<file path="src/rtl/uart_tx_fifo.sv">
// RS-232 transmitter with configurable framing and a word FIFO behind a valid/ready handshake.
// The line, busy and send_complete are registered one cycle behind the FSM so they stay aligned.
module uart_tx_fifo #(
    parameter int unsigned CLKS_PER_BIT = 434,
    parameter int unsigned DATA_BITS    = 8,
    parameter int unsigned PARITY       = 0,
    parameter int unsigned STOP_BITS    = 1,
    parameter int unsigned FIFO_DEPTH   = 16
) (
    input  logic                          clk,
    input  logic                          rst_n,
    input  logic [DATA_BITS-1:0]          tx_data,
    input  logic                          tx_valid,
    output logic                          tx_ready,
    output logic                          rs232_tx,
    output logic                          busy,
    output logic                          send_complete,
    output logic [$clog2(FIFO_DEPTH):0]   fifo_count
);
    localparam int unsigned PTR_W  = $clog2(FIFO_DEPTH);
    localparam int unsigned CNT_W  = PTR_W + 1;
    localparam int unsigned BAUD_W = $clog2(CLKS_PER_BIT);
    localparam int unsigned BIT_W  = $clog2(DATA_BITS + 1);

    typedef enum logic [2:0] {
        S_IDLE,
        S_START,
        S_DATA,
        S_PARITY,
        S_STOP
    } state_t;

    state_t               state, state_nxt;
    logic [BAUD_W-1:0]    baud_cnt, baud_nxt;
    logic [BIT_W-1:0]     bit_cnt, bit_nxt;
    logic [DATA_BITS-1:0] shreg, shreg_nxt;
    logic                 par_bit, par_nxt;
    logic                 line_c;
    logic                 done_c;
    logic                 pop;
    logic                 push;
    logic                 baud_end;

    logic [DATA_BITS-1:0] mem [FIFO_DEPTH];
    logic [PTR_W-1:0]     wr_ptr, rd_ptr;
    logic [CNT_W-1:0]     count_nxt;
    logic [DATA_BITS-1:0] rd_data;

    assign push     = tx_valid && tx_ready;
    assign rd_data  = mem[rd_ptr];
    assign baud_end = (baud_cnt == BAUD_W'(CLKS_PER_BIT - 1));

    // Storage array: no reset needed, occupancy is tracked by the pointers.
    always_ff @(posedge clk) begin
        if (push) begin
            mem[wr_ptr] <= tx_data;
        end
    end

    always_comb begin
        count_nxt = fifo_count;
        if (push && !pop) begin
            count_nxt = fifo_count + CNT_W'(1);
        end else if (!push && pop) begin
            count_nxt = fifo_count - CNT_W'(1);
        end
    end

    always_ff @(posedge clk or negedge rst_n) begin
        if (!rst_n) begin
            wr_ptr     <= '0;
            rd_ptr     <= '0;
            fifo_count <= '0;
            tx_ready   <= 1'b1;
        end else begin
            if (push) begin
                wr_ptr <= wr_ptr + PTR_W'(1);
            end
            if (pop) begin
                rd_ptr <= rd_ptr + PTR_W'(1);
            end
            fifo_count <= count_nxt;
            tx_ready   <= (count_nxt != CNT_W'(FIFO_DEPTH));
        end
    end

    // FSM state and datapath registers.
    always_ff @(posedge clk or negedge rst_n) begin
        if (!rst_n) begin
            state         <= S_IDLE;
            baud_cnt      <= '0;
            bit_cnt       <= '0;
            shreg         <= '0;
            par_bit       <= 1'b0;
            rs232_tx      <= 1'b1;
            busy          <= 1'b0;
            send_complete <= 1'b0;
        end else begin
            state         <= state_nxt;
            baud_cnt      <= baud_nxt;
            bit_cnt       <= bit_nxt;
            shreg         <= shreg_nxt;
            par_bit       <= par_nxt;
            rs232_tx      <= line_c;
            busy          <= (state != S_IDLE);
            send_complete <= done_c;
        end
    end

    always_comb begin
        state_nxt = state;
        baud_nxt  = baud_cnt;
        bit_nxt   = bit_cnt;
        shreg_nxt = shreg;
        par_nxt   = par_bit;
        line_c    = 1'b1;
        done_c    = 1'b0;
        pop       = 1'b0;

        case (state)
            S_IDLE: begin
                pop = (fifo_count != '0);
            end
            S_START: begin
                line_c = 1'b0;
                if (baud_end) begin
                    baud_nxt  = '0;
                    bit_nxt   = '0;
                    state_nxt = S_DATA;
                end else begin
                    baud_nxt = baud_cnt + BAUD_W'(1);
                end
            end
            S_DATA: begin
                line_c = shreg[0];
                if (baud_end) begin
                    baud_nxt  = '0;
                    shreg_nxt = {1'b0, shreg[DATA_BITS-1:1]};
                    if (bit_cnt == BIT_W'(DATA_BITS - 1)) begin
                        bit_nxt   = '0;
                        state_nxt = (PARITY != 0) ? S_PARITY : S_STOP;
                    end else begin
                        bit_nxt = bit_cnt + BIT_W'(1);
                    end
                end else begin
                    baud_nxt = baud_cnt + BAUD_W'(1);
                end
            end
            S_PARITY: begin
                line_c = par_bit;
                if (baud_end) begin
                    baud_nxt  = '0;
                    bit_nxt   = '0;
                    state_nxt = S_STOP;
                end else begin
                    baud_nxt = baud_cnt + BAUD_W'(1);
                end
            end
            S_STOP: begin
                if (baud_end) begin
                    baud_nxt = '0;
                    if (bit_cnt == BIT_W'(STOP_BITS - 1)) begin
                        done_c    = 1'b1;
                        bit_nxt   = '0;
                        state_nxt = S_IDLE;
                        pop       = (fifo_count != '0);
                    end else begin
                        bit_nxt = bit_cnt + BIT_W'(1);
                    end
                end else begin
                    baud_nxt = baud_cnt + BAUD_W'(1);
                end
            end
            default: begin
                state_nxt = S_IDLE;
            end
        endcase

        // A pop always launches a new frame, from IDLE or straight out of the last stop bit.
        if (pop) begin
            shreg_nxt = rd_data;
            par_nxt   = (PARITY == 1) ? ~(^rd_data) : (^rd_data);
            baud_nxt  = '0;
            bit_nxt   = '0;
            state_nxt = S_START;
        end
    end

endmodule

</file>
<file path="config.mk">
export PLATFORM = sky130hd
export DESIGN_NAME = uart_tx_fifo
export DESIGN_NICKNAME = d
export VERILOG_FILES = /design/src/rtl/uart_tx_fifo.sv
export SDC_FILE = /design/constraint.sdc
export NUM_CORES = 1
export LEC_CHECK = 0
export BUFFER_PORTS_ARGS = -buffer_cell sky130_fd_sc_hd__buf_4
export CAP_MARGIN = 30
export CORE_ASPECT_RATIO = 0.75
export CORE_MARGIN = 5
export CORE_UTILIZATION = 40
export DETAILED_ROUTE_END_ITERATION = 10
export PLACE_DENSITY = 0.58
export SETUP_SLACK_MARGIN = 0.15
export SLEW_MARGIN = 0
export SYNTH_ARGS = -nofsm -noshare
export SYNTH_HDL_FRONTEND = slang
export SYNTH_SLANG_ARGS = --single-unit
</file>
<file path="constraint.sdc">
create_clock -name clk -period 2.55 [get_ports clk]
set_clock_uncertainty 0.15 [all_clocks]
set_input_delay 0 -clock clk [delete_from_list [all_inputs] [get_ports clk]]
set_output_delay 0 -clock clk [all_outputs]
set_load 0.03 [all_outputs]
</file>
# Word-level counts from Yosys, hierarchy flattened
# Memory sizes are Yosys's and may differ from the RTL's.
# Index checks and enable logic that the tools add are counted.
[word_totals]
reg_bits = 42
ramBits = 128
input_bits = 11
output_inout_bits = 9
elab_cells = 85
mem_count = 1
[mem_list]
columns = ["name", "depth", "width", "read_ports", "rd_clocked_by_memory_dff", "write_ports", "line", "text"]
rows = [
  ["mem", 16, 8, 1, 0, 1, "44", "logic [DATA_BITS-1:0] mem [FIFO_DEPTH];"],
]
[classes]
add_sub_neg = 6
eq_ne = 15
n_mux = 32
reduce_logical = 19
[op_table]
columns = ["cell", "n"]
rows = [
  ["$mux W9", 3],
  ["$mux W4", 6],
  ["$mux W8", 3],
  ["$mux W3", 7],
  ["$ne A3 B3 Y1 const B", 6],
  ["$pmux W3 S5", 1],
  ["$add A4 B1 Y4 const B", 3],
  ["$pmux W4 S3", 1],
  ["$mux W5", 2],
  ["$add A9 B1 Y9 const B", 1],
  ["$eq A9 B9 Y1 const B", 1],
  ["$reduce_xor A8 Y1", 1],
  ["$mux W1", 7],
  ["$reduce_and A7 Y1", 1],
  ["$eq A3 B2 Y1 const B", 2],
  ["$reduce_bool A2 Y1", 3],
  ["$add A5 B1 Y5 const B", 1],
  ["$ne A5 B5 Y1 const B", 1],
  ["$reduce_bool A5 Y1", 1],
  ["$sub A5 B1 Y5 const B", 1],
  ["$eq A4 B3 Y1 const B", 1],
  ["$logic_not A4 Y1", 1],
  ["$reduce_and A4 Y1", 1],
  ["$reduce_bool A4 Y1", 1],
  ["13 further kinds", 16],
]

# Logic depth before layout (Yosys ltp)
[depth]
word_depth = 8
depth_mapped = 10
depth_no_buf = 9

# Worst setup path before layout
# Ideal clock, no wire load.
[synth_timing]
kind = "flip-flop to flip-flop"
from = "reg rd_ptr[0]"
to = "reg par_bit"
setup_ns = 0.125
t_arrival_ns = 2.081
setup_slack_ns = 0.194
path_stages_with_launch = 10
path_buffers = 2
path_cell_list = "dfrtp_1 -> buf_6 -> buf_12 -> mux4_1 -> a22oi_1 -> nand2_1 -> xnor2_1 -> xnor2_1 -> xnor2_1 -> mux2_2"
[synth_via]
elab_chain_len = 2
[synth_rtl]
columns = ["item", "line", "text"]
rows = [
  ["from (decl)", "45", "logic [PTR_W-1:0] wr_ptr, rd_ptr;"],
  ["from (signal assigned)", "80", "rd_ptr <= rd_ptr + PTR_W'(1);"],
  ["$mem_v2 Z16 W8", "-", ""],
  ["$reduce_xor A8 Y1", "182", "par_nxt = (PARITY == 1) ? ~(^rd_data) : (^rd_data);"],
  ["to (signal assigned)", "103", "par_bit <= par_nxt;"],
  ["to (decl)", "37", "logic par_bit, par_nxt;"],
]
# Every way passes these cells.
# A chain may end at the register's enable or synchronous reset.

# Worst setup path in the final report
# Same ends and word-level chain as after synthesis.

==> impl_metrics.json <==
{
  "fmax_mhz": 390,
  "met1Wirelength_um": 7190,
  "grt_start_max_net_pins": 41,
  "antennaDiodeCount": 0,
  "port-buffer-count": 19,
  "pwr-share-clk_pct": 36.4,
  "cts_buffers": 17,
  "slew_viol_final": 0,
  "synthArstFlopShare_pct": 24.7,
  "fp.dieW_um": 165,
  "p_comb_share_pct": 14.6,
  "tritoncts": "yes",
  "synth_cells": 448,
  "path_max_fanout": 6,
  "wl_per_cell_um": 19.4,
  "syn_area_um2": 7250,
  "met3_length_um": 912,
  "drtAntennaViolNets": 0,
  "fin_ws_ns": -0.0142,
  "drive_gt1_share_pct": 29.7,
  "timing.hold.ws_ns": 0.283,
  "vdd_drop_max_mv": 0.485,
  "p_leak_nw": 3.23,
  "internal_power_mw": 5.06,
  "power.share.sequential_pct": 49.0,
  "status": "finished, violations left",
  "clkTransAtPathRegs_ns": 0.07,
  "hold_viol_final": 0,
  "grt_pass1_wl_um": 23800,
  "antenna_found_initial": 0,
  "final_area_um2": 8880,
  "violations": "negative setup slack",
  "path_class": "reg2reg",
  "sw_frac_of_total_pct": 26.9,
  "finalCritPeriodShare_pct": 101,
  "grt_pass1_vias": 4110,
  "start_util_pct": 40.9,
  "rsz0062_at_grt": "true",
  "worstPathArrival_ns": 2.72,
  "core_um2": 17700,
  "drt_pass1_iterations": 4,
  "drc": 0,
  "setup_tns_ns": -0.0142,
  "wl_um": 15200,
  "track_usage_pct": 15.2,
  "syn_avg_cell_area_um2": 16.2,
  "worst_path_most_repeated_cell": "buf_12",
  "switchingPower_mw": 1.86,
  "drt_iter0_drc": 304,
  "synth_seq_area_share_pct": 67.6,
  "nNetsFinal": 553,
  "clockBufferDepth": 2,
  "synth-edff-count": 128,
  "hold_path_class": "in2reg",
  "syn-num-nets": 471,
  "rows": 42,
  "cts_htree_levels": 4,
  "root_buffer": "clkbuf_16",
  "ys.flop_type": "edfxtp_1",
  "crit_path_end_kind": "flop",
  "relSlewSlack_pct": 45.0,
  "postPlaceCellArea_um2": 7830,
  "cts_sinks": 170,
  "io_pins": 20,
  "critPathTopFamily": "multiplexers",
  "area_delta_synth_final_pct": 22.6,
  "wl_met2_um": 6980,
  "top_layer_used": "met4",
  "fin_crit_ns": 2.56,
  "p_per_area_nw_per_um2": 779,
  "slowest_stage": "mux4_2",
  "setup_viol": 1,
  "insertion_delay_ns": 0.43,
  "gp_congestion": 0.814,
  "ys_seq_elements": 170,
  "dieArea_um2": 20900,
  "routed_via_density": 5.27,
  "worstMarginPinSlew_ns": 0.824,
  "cp-start-kind": "flop",
  "p_total_mw": 6.92,
  "required_ns": 2.71,
  "dpl.hpwl_um": 9970,
  "crit_chain": "buf_6 -> buf_12 -> buf_12 -> mux4_2 -> a22oi_2 -> nand2_2 -> xnor2_4 -> xnor2_2 -> xnor2_1 -> mux2_4",
  "route.vias.total": 4134,
  "max_cap_violations": 0,
  "dieHeight_um": 127,
  "max_stage_delay_ns": 0.51,
  "path_buf_inv": 3,
  "overflow": 0,
  "yosys.cell_types.count": 49,
  "yosys_warnings": 0,
  "postLayoutCoreUtil_pct": 50.2
}
## routing by layer
| layer | vias up | global-route usage (%) |
|---|---|---|
| met5 | - | 0 |
| met2 | 84 | 21.5 |
| met1 | 2126 | 23.7 |
| li1 | 1906 | - |
| met3 | 18 | 3.47 |
| met4 | 0 | 4.12 |
## power groups by stage
stage	Clock, mW	Combinational (mW)	Sequential (mW)
6_report	2.52	1.01	3.40
5_1_grt	2.68	1.11	3.42
4_1_cts	2.56	0.991	3.40
3_5_place_dp	0	0.952	3.45
3_3_place_gp	0	0.929	3.44
2_1_floorplan	0	0.475	3.52
## registers in the layout (all words and copies together), names as in the netlist
name and flops:
baud_cnt 9, rd_ptr 4, tx_ready 1, wr_ptr 4
rs232_tx 1, state 3, shreg 8, bit_cnt 4
busy 1, par_bit 1, fifo_count 5, send_complete 1
mem 128
## logic make-up (layout without fill, tap and decap cells)
group	after synthesis	count (layout)	synth area share [%]
AOI/OAI and AO/OA	69	69	6.01
xor gates and xnor gates	21	21	2.54
adders and majority gates	12	12	2.07
buffers and inverters	32	127	2.50
DFF	170	170	67.6
muxes	42	42	11.9
and+or+nand+nor	102	102	7.47
## worst paths after layout
path / startpoint / end / slack, ns / depth (start not counted)
max in group asynchronous: rst_n / rd_ptr[0] / 1.51 / 4
max: rd_ptr[0] / par_bit / -0.01 / 10
min: tx_data[6] / mem[5][6] / 0.28 / 2
min reg2reg: baud_cnt[8] / baud_cnt[8] / 0.33 / 1
max reg2reg: rd_ptr[0] / par_bit / -0.01 / 10
min in group asynchronous: rst_n / tx_ready / 0.49 / 3
## stage by stage
step           std cells  worst slack (ns)
4_1_cts              770            0.0140
6_report             785           -0.0142
2_1_floorplan        448             0.194
5_1_grt              785           -0.0997
3_3_place_gp         722           0.00340
3_5_place_dp         722           -0.0408
## Yosys cell counts (all sizes together), types with 6 or more instances
cell    instances  area [µm²]
inv            13        48.8
edfxtp        128        3840
dfrtp          40        1000
and3            7        43.8
clkbuf          6        25.0
a21oi          10        53.8
xnor2          15         131
nand3           9        45.0
nand2          35         131
a22oi          14         105
mux2i           9        90.1
and2           14        87.6
mux4           32         758
buf            12        97.6
xor2            6        52.6
ha             12         150
nor2           13        53.8
o21ai          28         140
## timing repair
action / in CTS / in global routing
resized for setup: 8 / 36
setup endpoints to repair: 3 / 8
pin swaps: 4 / 12
setup buffers: 4 / 14
cloned: 0 / 1
endpoints found under the hold margin: 173 / 0
hold buffers: 12 / 0
## area by class of cell
class / instances / area, µm²
Sequential cell: 170 / 4900
Clock buffer: 17 / 425
Timing Repair Buffer: 82 / 747
Tap cell: 242 / 303
Inverter: 13 / 48.8
Clock inverter: 15 / 151
Fill cell: 1478 / 8820
Multi-Input combinational cell: 246 / 2310
## cell usage in the layout, fill, tap and decap left out, types with 8 or more instances in the layout
| cell | n |
|---|---|
| dlygate4sd3_1 | 11 |
| nand3_1 | 9 |
| a21oi_1 | 8 |
| o21ai_0 | 26 |
| ha_1 | 11 |
| nor2_1 | 11 |
| xnor2_1 | 10 |
| nand2_1 | 32 |
| and2_1 | 14 |
| mux4_2 | 25 |
| clkbuf_16 | 18 |
| buf_4 | 61 |
| inv_1 | 11 |
| a22oi_2 | 8 |
| dfrtp_1 | 39 |
| edfxtp_1 | 128 |
No activity file was read; power rests on OpenSTA's default activity.
